--- src/rtl/conv_mult_arbiter_if.sv ---
`default_nettype none
// ============================================================================
// Module   : conv_mult_arbiter_if
// Brief    : Requester, multiplier and response bundle for conv_mult_arbiter.
// Revision : 1.0 - initial release
// ============================================================================
interface conv_mult_arbiter_if #(
    parameter int WIDTH     = 32,
    parameter int NUM_REQ   = 2,
    parameter int TAG_DEPTH = 8
);
    // Requester operand side
    logic [NUM_REQ-1:0]           req_valid;
    logic [NUM_REQ-1:0]           req_ready;
    logic [NUM_REQ*2*WIDTH-1:0]   req_data;
    logic [NUM_REQ-1:0]           req_last;
    // Multiplier operand side
    logic                         mult_slv_valid;
    logic [1:0]                   mult_slv_ready;
    logic [2*WIDTH-1:0]           mult_slv_data;
    logic                         mult_slv_last;
    // Multiplier result side
    logic                         mult_mst_valid;
    logic                         mult_mst_ready;
    logic [WIDTH-1:0]             mult_mst_data;
    logic                         mult_mst_last;
    // Requester result side
    logic [NUM_REQ-1:0]           rsp_valid;
    logic [NUM_REQ-1:0]           rsp_ready;
    logic [WIDTH-1:0]             rsp_data;
    logic                         rsp_last;
    logic [$clog2(TAG_DEPTH):0]   outstanding;

    // Arbiter side
    modport slave (
        input  req_valid, req_data, req_last,
        output req_ready,
        output mult_slv_valid, mult_slv_data, mult_slv_last,
        input  mult_slv_ready,
        input  mult_mst_valid, mult_mst_data, mult_mst_last,
        output mult_mst_ready,
        output rsp_valid, rsp_data, rsp_last,
        input  rsp_ready,
        output outstanding
    );

    // Environment side (requesters + multiplier)
    modport master (
        output req_valid, req_data, req_last,
        input  req_ready,
        input  mult_slv_valid, mult_slv_data, mult_slv_last,
        output mult_slv_ready,
        output mult_mst_valid, mult_mst_data, mult_mst_last,
        input  mult_mst_ready,
        input  rsp_valid, rsp_data, rsp_last,
        output rsp_ready,
        input  outstanding
    );
endinterface
`default_nettype wire

--- src/rtl/conv_mult_arbiter.sv ---
`default_nettype none
// ============================================================================
// Module   : conv_mult_arbiter
// Brief    : Packet-granular round-robin sharing of one AXIS multiplier, with
//            a tag FIFO that routes results back to the originating requester.
// Revision : 1.0 - initial release
// ============================================================================
module conv_mult_arbiter #(
    parameter int WIDTH     = 32,
    parameter int NUM_REQ   = 2,
    parameter int TAG_DEPTH = 8
) (
    input  wire logic          clk,
    input  wire logic          rst,
    conv_mult_arbiter_if.slave bus
);
    localparam int c_TAG_W = $clog2(NUM_REQ);
    localparam int c_PTR_W = $clog2(TAG_DEPTH);
    localparam int c_CNT_W = c_PTR_W + 1;

    localparam logic [0:0] c_IDLE = 1'b0;
    localparam logic [0:0] c_BUSY = 1'b1;

    logic [0:0]          r_state;
    logic [c_TAG_W-1:0]  r_grant;
    logic [c_TAG_W-1:0]  r_rr_ptr;
    logic [c_TAG_W-1:0]  r_tag_mem [TAG_DEPTH];
    logic [c_PTR_W-1:0]  r_wr_ptr;
    logic [c_PTR_W-1:0]  r_rd_ptr;
    logic [c_CNT_W-1:0]  r_count;

    logic                w_found;
    logic [c_TAG_W-1:0]  w_pick;
    logic [c_TAG_W-1:0]  w_cand;
    logic                w_full;
    logic                w_empty;
    logic                w_grant_go;
    logic                w_busy;
    logic                w_slv_rdy;
    logic                w_accept;
    logic                w_pkt_done;
    logic [c_TAG_W-1:0]  w_head;
    logic                w_pop;

    function automatic logic [c_TAG_W-1:0] f_offset(input logic [c_TAG_W-1:0] base, input int off);
        int sum;
        sum = (int'(base) + off) % NUM_REQ;
        return sum[c_TAG_W-1:0];
    endfunction

    // Walk downward so the candidate closest to r_rr_ptr is the one kept.
    always_comb begin
        w_found = 1'b0;
        w_pick  = '0;
        w_cand  = '0;
        for (int k = NUM_REQ - 1; k >= 0; k--) begin
            w_cand = f_offset(r_rr_ptr, k);
            if (bus.req_valid[w_cand]) begin
                w_found = 1'b1;
                w_pick  = w_cand;
            end
        end
    end

    assign w_full     = (r_count == c_CNT_W'(TAG_DEPTH));
    assign w_empty    = (r_count == '0);
    assign w_grant_go = (r_state == c_IDLE) && w_found && !w_full;
    assign w_busy     = (r_state == c_BUSY);
    assign w_slv_rdy  = &bus.mult_slv_ready;

    assign bus.mult_slv_valid = w_busy && bus.req_valid[r_grant];
    assign bus.mult_slv_data  = bus.req_data[int'(r_grant)*2*WIDTH +: 2*WIDTH];
    assign bus.mult_slv_last  = bus.req_last[r_grant];

    assign w_accept   = bus.mult_slv_valid && w_slv_rdy;
    assign w_pkt_done = w_accept && bus.req_last[r_grant];

    always_comb begin
        bus.req_ready = '0;
        if (w_busy) begin
            bus.req_ready[r_grant] = w_slv_rdy;
        end
    end

    // Results are held off entirely while no packet is outstanding.
    assign w_head = r_tag_mem[r_rd_ptr];

    always_comb begin
        bus.rsp_valid = '0;
        if (!w_empty) begin
            bus.rsp_valid[w_head] = bus.mult_mst_valid;
        end
    end

    assign bus.mult_mst_ready = !w_empty && bus.rsp_ready[w_head];
    assign bus.rsp_data       = bus.mult_mst_data;
    assign bus.rsp_last       = bus.mult_mst_last;
    assign w_pop              = bus.mult_mst_valid && bus.mult_mst_ready && bus.mult_mst_last;
    assign bus.outstanding    = r_count;

    always_ff @(posedge clk) begin
        if (rst) begin
            r_state  <= c_IDLE;
            r_grant  <= '0;
            r_rr_ptr <= '0;
            r_wr_ptr <= '0;
            r_rd_ptr <= '0;
            r_count  <= '0;
        end else begin
            if (r_state == c_IDLE) begin
                if (w_grant_go) begin
                    r_grant <= w_pick;
                    r_state <= c_BUSY;
                end
            end else begin
                if (w_pkt_done) begin
                    r_rr_ptr <= f_offset(r_grant, 1);
                    r_state  <= c_IDLE;
                end
            end

            if (w_grant_go) begin
                r_wr_ptr <= r_wr_ptr + 1'b1;
            end
            if (w_pop) begin
                r_rd_ptr <= r_rd_ptr + 1'b1;
            end

            case ({w_grant_go, w_pop})
                2'b10:   r_count <= r_count + 1'b1;
                2'b01:   r_count <= r_count - 1'b1;
                default: r_count <= r_count;
            endcase
        end
    end

    // Tag storage needs no reset: the pointers define which entries are live.
    always_ff @(posedge clk) begin
        if (w_grant_go) begin
            r_tag_mem[r_wr_ptr] <= w_pick;
        end
    end
endmodule
`default_nettype wire

--- src/flat_wrapper.sv ---
// flat-port wrapper written by rule: the top's interface ports become plain ports
module conv_mult_arbiter_flat 
#(
    parameter int WIDTH     = 32,
    parameter int NUM_REQ   = 2,
    parameter int TAG_DEPTH = 8
)
  (clk, rst, bus_req_valid, bus_req_data, bus_req_last, bus_req_ready, bus_mult_slv_valid, bus_mult_slv_data, bus_mult_slv_last, bus_mult_slv_ready, bus_mult_mst_valid, bus_mult_mst_data, bus_mult_mst_last, bus_mult_mst_ready, bus_rsp_valid, bus_rsp_data, bus_rsp_last, bus_rsp_ready, bus_outstanding);
  conv_mult_arbiter_if #(.WIDTH(WIDTH), .NUM_REQ(NUM_REQ), .TAG_DEPTH(TAG_DEPTH)) bus_i ();
  input  wire logic clk;
  input  wire logic rst;
  input wire logic [$bits(bus_i.req_valid)-1:0] bus_req_valid;
  input wire logic [$bits(bus_i.req_data)-1:0] bus_req_data;
  input wire logic [$bits(bus_i.req_last)-1:0] bus_req_last;
  output wire logic [$bits(bus_i.req_ready)-1:0] bus_req_ready;
  output wire logic [$bits(bus_i.mult_slv_valid)-1:0] bus_mult_slv_valid;
  output wire logic [$bits(bus_i.mult_slv_data)-1:0] bus_mult_slv_data;
  output wire logic [$bits(bus_i.mult_slv_last)-1:0] bus_mult_slv_last;
  input wire logic [$bits(bus_i.mult_slv_ready)-1:0] bus_mult_slv_ready;
  input wire logic [$bits(bus_i.mult_mst_valid)-1:0] bus_mult_mst_valid;
  input wire logic [$bits(bus_i.mult_mst_data)-1:0] bus_mult_mst_data;
  input wire logic [$bits(bus_i.mult_mst_last)-1:0] bus_mult_mst_last;
  output wire logic [$bits(bus_i.mult_mst_ready)-1:0] bus_mult_mst_ready;
  output wire logic [$bits(bus_i.rsp_valid)-1:0] bus_rsp_valid;
  output wire logic [$bits(bus_i.rsp_data)-1:0] bus_rsp_data;
  output wire logic [$bits(bus_i.rsp_last)-1:0] bus_rsp_last;
  input wire logic [$bits(bus_i.rsp_ready)-1:0] bus_rsp_ready;
  output wire logic [$bits(bus_i.outstanding)-1:0] bus_outstanding;
  assign bus_i.req_valid = bus_req_valid;
  assign bus_i.req_data = bus_req_data;
  assign bus_i.req_last = bus_req_last;
  assign bus_req_ready = bus_i.req_ready;
  assign bus_mult_slv_valid = bus_i.mult_slv_valid;
  assign bus_mult_slv_data = bus_i.mult_slv_data;
  assign bus_mult_slv_last = bus_i.mult_slv_last;
  assign bus_i.mult_slv_ready = bus_mult_slv_ready;
  assign bus_i.mult_mst_valid = bus_mult_mst_valid;
  assign bus_i.mult_mst_data = bus_mult_mst_data;
  assign bus_i.mult_mst_last = bus_mult_mst_last;
  assign bus_mult_mst_ready = bus_i.mult_mst_ready;
  assign bus_rsp_valid = bus_i.rsp_valid;
  assign bus_rsp_data = bus_i.rsp_data;
  assign bus_rsp_last = bus_i.rsp_last;
  assign bus_i.rsp_ready = bus_rsp_ready;
  assign bus_outstanding = bus_i.outstanding;
  conv_mult_arbiter #(.WIDTH(WIDTH), .NUM_REQ(NUM_REQ), .TAG_DEPTH(TAG_DEPTH)) u_core (.clk(clk), .rst(rst), .bus(bus_i));
endmodule
--- config.mk ---
export PLATFORM = sky130hd
export DESIGN_NAME = conv_mult_arbiter_flat
export DESIGN_NICKNAME = d
export VERILOG_FILES = /design/src/rtl/conv_mult_arbiter_if.sv /design/src/rtl/conv_mult_arbiter.sv /design/src/flat_wrapper.sv
export SDC_FILE = /design/constraint.sdc
export NUM_CORES = 1
export LEC_CHECK = 0
export ABC_AREA = 1
export CORE_AREA = 4 4 106 108
export DETAILED_ROUTE_END_ITERATION = 6
export DIE_AREA = 0 0 110 112
export PLACE_DENSITY = 0.7
export SLEW_MARGIN = 5
export SYNTH_ARGS = -nofsm -noshare
export SYNTH_HDL_FRONTEND = slang
export SYNTH_SLANG_ARGS = --single-unit
--- constraint.sdc ---
create_clock -name clk -period 2.2 [get_ports clk]
set_input_delay 0.22 -clock clk [delete_from_list [all_inputs] [get_ports clk]]
set_output_delay 0.22 -clock clk [all_outputs]
set_load 0.1 [all_outputs]
==> flow_summary.toml, run 1 <==
[floorplan]
core_area_um2 = 10230
initial_core_util_pct = 22.16
placementRows = 37
top_level_ports = 280
design.die.area_um2 = 12320
fp.dieW_um = 110
die_y_um = 112

[sta]
tns_ps = 0
skew_ps = 3.860
post-route-period-util_pct = 94.69
period_needed_ps = 2083
tightest_slew_ps = 581.8
rsz0062_at_grt = "yes"
max_freq_mhz = 480.1
setup_viol = 0
hold_viol = 0
whs_ps = 440.0
slew_violations = 0
max_slew_margin_pct = 61.21

[final_layout]
diodes = 0
layout-drive-gt1-share_pct = 21.17
area_delta_synth_final_pct = 132.3
regArea_um2 = 580.6
fin_nets = 759
fill_cells = 938
multiInputGateArea_um2 = 1404
finish.instance_area_um2 = 5268

[grt]
grt_max_degree = 67
grt.total_usage_pct = 16.25
grt_pass1_vias = 3031
grt_antenna_before_repair = 0
overflow = 0
grt_pass1_wl_mm = 15.83

[critical_path]
required_ps = 2370
slowest_stage = "dfxtp_4"
crit_type = "reg -> reg"
end_kind = "register"
cpMostUsedCell = "inv_2"
crit_path_start_kind = "register"
crit_chain = "inv_2, nand2_1, nand3_1, nand3_4, nand2_4, nand2_2, nand3_2, inv_2, ha_4, xor2_4, ha_2, a21oi_2, xnor2_1, o21ai_1, inv_1"
cpPeakStageDelay_ps = 370
cp.arrival_ps = 2250
cp_max_fo = 5

[routing]
vias = 2992
vias_per_cell = 4.173
wirelength_mm = 10.33
wl_per_cell_um = 14.41
drt.antenna.violating_nets = 0
drt_iter0_drc = 123
drc = 0
dr.pass1.iters = 5

[synthesis]
synth_edf_count = 8
synth_top_area_share_pct = 37.25
synth_top_cells_by_area = "nand2_1, dfxtp_1, buf_4, edfxtp_1, inv_1"
post_synth_most_frequent_cells = "nand2_1, buf_4, inv_1"
synthCells = 400
synth_most_common_cell = "nand2_1"
ys_dominant_reg_cell = "dfxtp_1"
ys_seq_elements = 24
synth.net_count = 577
avgSynthCellArea_um2 = 5.668
yosys.area.top_type = "nand2_1"
synth_cell_type_count = 24
netlist_area_um2 = 2267
async_flop_share_pct = 0
yosys_warnings = 0
ys_seq_area_share_pct = 24.72

[placed_design]
io_buffers = 215
gp_congestion = 0.8427
dpl_cell_area_um2 = 5090
post-dp-hpwl_mm = 8.642

[power]
leakage_nw = 2.450
finalPower_mw = 3.354
ir_drop_v = 0.0004249
power_density_nw_per_um2 = 636.7

[clock_tree]
clk_pin_slew_ps = 80
cts_num_sinks = 24
numCtsBuffers = 3
cts_max_level = 1
cts.path.max_buffers = 2
insertion_delay_ps = 260
cts_tree = "yes"
cts_root_buffer = "clkbuf_8"

[hold_path]
min_path_type = "in -> out"

[outcome]
run_status = "finished, final reports clean"

[flow_run]
cap_violations = 0
[cell families after synthesis]
| kind of cell | Yosys count | synth area share, % |
|---|---|---|
| AND/OR/NAND/NOR | 263 | 45.97 |
| buffers and inverters | 80 | 19.09 |
| flip-flops | 24 | 24.72 |
| AO/OA/AOI/OAI | 23 | 5.519 |
| XOR/XNOR | 5 | 1.931 |
| adder cells (fa/ha/maj) | 5 | 2.759 |
[power by group]
| part | total [mW] | leakage (nW) | internal, mW | switching, mW |
|---|---|---|---|---|
| logic | 2.50 | 2.21 | 0.916 | 1.58 |
| clock network | 0.295 | 0.0288 | 0.160 | 0.135 |
| registers | 0.563 | 0.209 | 0.510 | 0.0531 |
| total | 3.35 | 2.45 | 1.59 | 1.77 |
[layer usage]
metal / track usage [%] / vias to the layer above / wire length [um]
met3: 8.638 / 18 / 1354
met2: 27.35 / 153 / 5225
met5: 0 / - / 0
met1: 17.32 / 1280 / 3505
li1: - / 1541 / -
met4: 5.071 / 0 / 248
[worst max-delay path: cells and delay by family, from the launching register on]
kind	cells	cell delay, ps
and+or+nand+nor	6	520
DFF	1	370
AOI/OAI and AO/OA	2	250
xor gates and xnor gates	2	280
buffers and inverters	3	180
adders and majority gates	2	370
[path summary, 6_finish.rpt]
path	start	end	slack, ps	cells after the start
min	bus_mult_mst_data[17]	bus_rsp_data[17]	440	0
max reg2reg	register	u_core.bus.outstanding[2]$_SDFFE_PP0P_	120	15
max	register	u_core.bus.outstanding[2]$_SDFFE_PP0P_	120	15
min reg2reg	u_core.r_rr_ptr$_SDFFE_PP0P_	u_core.r_rr_ptr$_SDFFE_PP0P_	460	2
[metrics by stage]
step           setup WS, ps  util [%]  instances
3_5_place_dp         0.8489     49.75        709
3_3_place_gp          117.6     49.75        709
6_report              116.9     51.49        717
4_1_cts               31.14     50.30        713
2_1_floorplan         13.44         -        400
5_1_grt              -46.01     51.49        717
[cell usage in the layout, fill, tap and decap left out, types with 2 or more instances in the layout]
cell / netlist / layout
nand4_1: 3 / 3
xor2_4: 0 / 2
clkdlybuf4s50_1: 0 / 139
buf_12: 0 / 72
inv_2: 1 / 5
inv_1: 31 / 27
dfxtp_4: 0 / 5
a21oi_2: 0 / 2
nand2_1: 225 / 224
a21oi_1: 14 / 11
buf_4: 33 / 14
xor2_1: 4 / 2
o21ai_1: 1 / 3
nand3_4: 0 / 2
ha_1: 5 / 3
nor3_2: 0 / 2
nor2_1: 18 / 17
nand3_2: 3 / 4
o21ai_0: 6 / 4
clkbuf_8: 0 / 4
nor2_4: 1 / 2
edfxtp_1: 8 / 8
nand2_2: 2 / 2
dfxtp_1: 16 / 10
nand3_1: 8 / 5
[cell type report]
cell class,count,share of cell area [%]
tap,136,3.230
multi-input combinational,296,26.65
timing repair buffer,225,55.77
sequential,24,11.02
clock buffer,4,1.045
inverter,32,2.280
[repair_timing]
| item | in CTS | in global routing |
|---|---|---|
| hold buffers | 0 | 0 |
| endpoints found under the setup margin | 1 | 3 |
| buffers inserted | 0 | 4 |
| gates resized for setup | 1 | 17 |
| pin swaps | 0 | 5 |
No activity file was read; power rests on OpenSTA's default activity.
==> run 2: changes to the inputs <==
==> constraint.sdc (replaced) <==
create_clock -name clk -period 2.2 [get_ports clk]
set_input_delay 0.33 -clock clk [delete_from_list [all_inputs] [get_ports clk]]
set_output_delay 0.33 -clock clk [all_outputs]
set_load 0.1 [all_outputs]
==> run 2 against run 1 <==
Sequential share of layout area barely moved. Flip-flop and latch count is the same. Setup slack better by 28 ps. Non-clock buffer count is the same. Register-to-register slack gained 30 ps. Cell count stayed put. Clock skew grew 2.5 ps. Cell area is 0.43% lower. Global-route usage up 0.77 points. Wire length grew 4.0%. Critical path type unchanged. Largest cell class unchanged.
==> flow_summary.toml, run 2 (synthesized netlist as in run 1, its figures left out) <==
[clock_tree]
cts_root_buffer = "clkbuf_8"
cts_num_sinks = 24
insertion_delay_ps = 270
numCtsBuffers = 3
cts_tree = "yes"
clk_pin_slew_ps = 80
cts_max_level = 1
cts.path.max_buffers = 2
cts_hold_repair.buffers = 0
post-cts-setup-buffers = 0

[placed_design]
dp_cells = 713
io_buffers = 215
post-dp-hpwl_mm = 9.207
gp_congestion = 0.8532

[power]
power_density_nw_per_um2 = 631.5
finalPower_mw = 3.312
ir_drop_v = 0.0003599
leakage_nw = 2.452

[final_layout]
fin_nets = 759
final_common_cell = "nand2_1"
final_cell_mix = "nand2_1, clkdlybuf4s50_1, buf_12"
layout-drive-gt1-share_pct = 20.83
instances_no_fill = 717
area_delta_synth_final_pct = 131.3
diodes = 0

[floorplan]
die_y_um = 112
top_level_ports = 280
core_area_um2 = 10230
placementRows = 37
design.die.area_um2 = 12320
initial_core_util_pct = 22.16
fp.dieW_um = 110

[sta]
tns_ps = 0
period_needed_ps = 2055
max_slew_margin_pct = 64.50
skew_ps = 6.317
max_freq_mhz = 486.7
setup_viol = 0
slew_violations = 0
hold_viol = 0
whs_ps = 481.5
tightest_slew_ps = 532.6
post-route-period-util_pct = 93.40

[critical_path]
required_ps = 2370
r2r_slack_ps = 150
worst_r2r_path_depth = 15
crit_path_start_kind = "register"
crit_type = "reg -> reg"
r2r_start = "u_core.r_tag_mem[3]$_DFFE_PP_"
end_kind = "register"
worstReg2RegEnd = "u_core.bus.outstanding[2]$_SDFFE_PP0P_"
cp.arrival_ps = 2230
cp_max_fo = 4

[outcome]
run_status = "finished, final reports clean"

[routing]
drt_iter0_drc = 103
vias = 3028
vias_per_cell = 4.223
drc = 0
drt.antenna.violating_nets = 0
wl_per_cell_um = 14.99
wirelength_mm = 10.75
dr.pass1.iters = 6

[hold_path]
min_path_type = "reg -> reg"
hp-start = "u_core.r_rr_ptr$_SDFFE_PP0P_"
min_to = "u_core.r_rr_ptr$_SDFFE_PP0P_"
whs_path_depth = 2

[grt]
grt_pass1_vias = 3218
grt_pass1_wl_mm = 16.39
grt_max_degree = 45
grt_antenna_before_repair = 0
overflow = 0
grt.total_usage_pct = 17.02

[flow_run]
cap_violations = 0
run 2: cell types whose count changed in the layout (fill, tap and decap cells not counted), sizes merged:
cell and change:
clkinv +1, clkbuf -1
run 2: how the worst max path moves through the flow:
stage	start	endpoint	slack [ps]
detailed placement	bus_mult_mst_last	u_core.bus.outstanding[2]$_SDFFE_PP0P_	-170
floorplan	u_core.r_grant$_SDFFE_PP0P_	bus_req_ready[1]	-10
finish	u_core.r_tag_mem[3]$_DFFE_PP_	u_core.bus.outstanding[2]$_SDFFE_PP0P_	150
CTS	u_core.r_tag_mem[1]$_DFFE_PP_	u_core.bus.outstanding[2]$_SDFFE_PP0P_	20
global placement	bus_mult_mst_last	u_core.bus.outstanding[2]$_SDFFE_PP0P_	6
global route	u_core.r_tag_mem[1]$_DFFE_PP_	u_core.bus.outstanding[3]$_SDFFE_PP0P_	-20
run 2: power breakdown:
group,switching (mW),internal (mW)
combinational,1.58,0.911
clock,0.138,0.125
sequential,0.0477,0.510
total,1.77,1.55
run 2: critical path, stage by stage (launching register included):
cell and delay, ps:
edfxtp_1 370, inv_1 60, nand2_1 40, nand3_1 120, nand3_4 120, nand2_4 110
nand2_2 60, nand3_2 90, inv_2 60, ha_4 180, xor2_2 190, ha_1 200
a21oi_2 120, xnor2_1 80, o21ai_1 120, inv_1 50
run 2: area by class of cell:
cell class              count  area, um2
fillers                   944       4986
repair buffers            225       2950
multi-input cells         296       1379
flip-flops and latches     24      580.6
well taps                 136      170.2
inverters                  32      120.1
clock buffers               3      41.29
clock inverters             1      3.754
run 2: stage by stage:
stage               area [um2]  setup slack [ps]  utilization (%)
floorplan                 2323            -11.10                -
global route              5245            -17.33            51.27
detailed placement        5132            -165.5            50.17
finish                    5245             145.2            51.27
CTS                       5186             17.29            50.69
global placement          5132             5.939            50.17
run 2: layer usage:
layer  vias to the layer above  wire length, um  GRT usage (%)
met5                         -                0              0
li1                       1540                -              -
met4                         0              198          4.489
met3                        16             1249          8.232
met1                      1332             3713          16.98
met2                       140             5588          30.95
run 2: what timing repair did:
action,CTS,global route
resized for setup,2,12
pin swaps,0,2
setup endpoints to repair,2,3
cloned,0,0
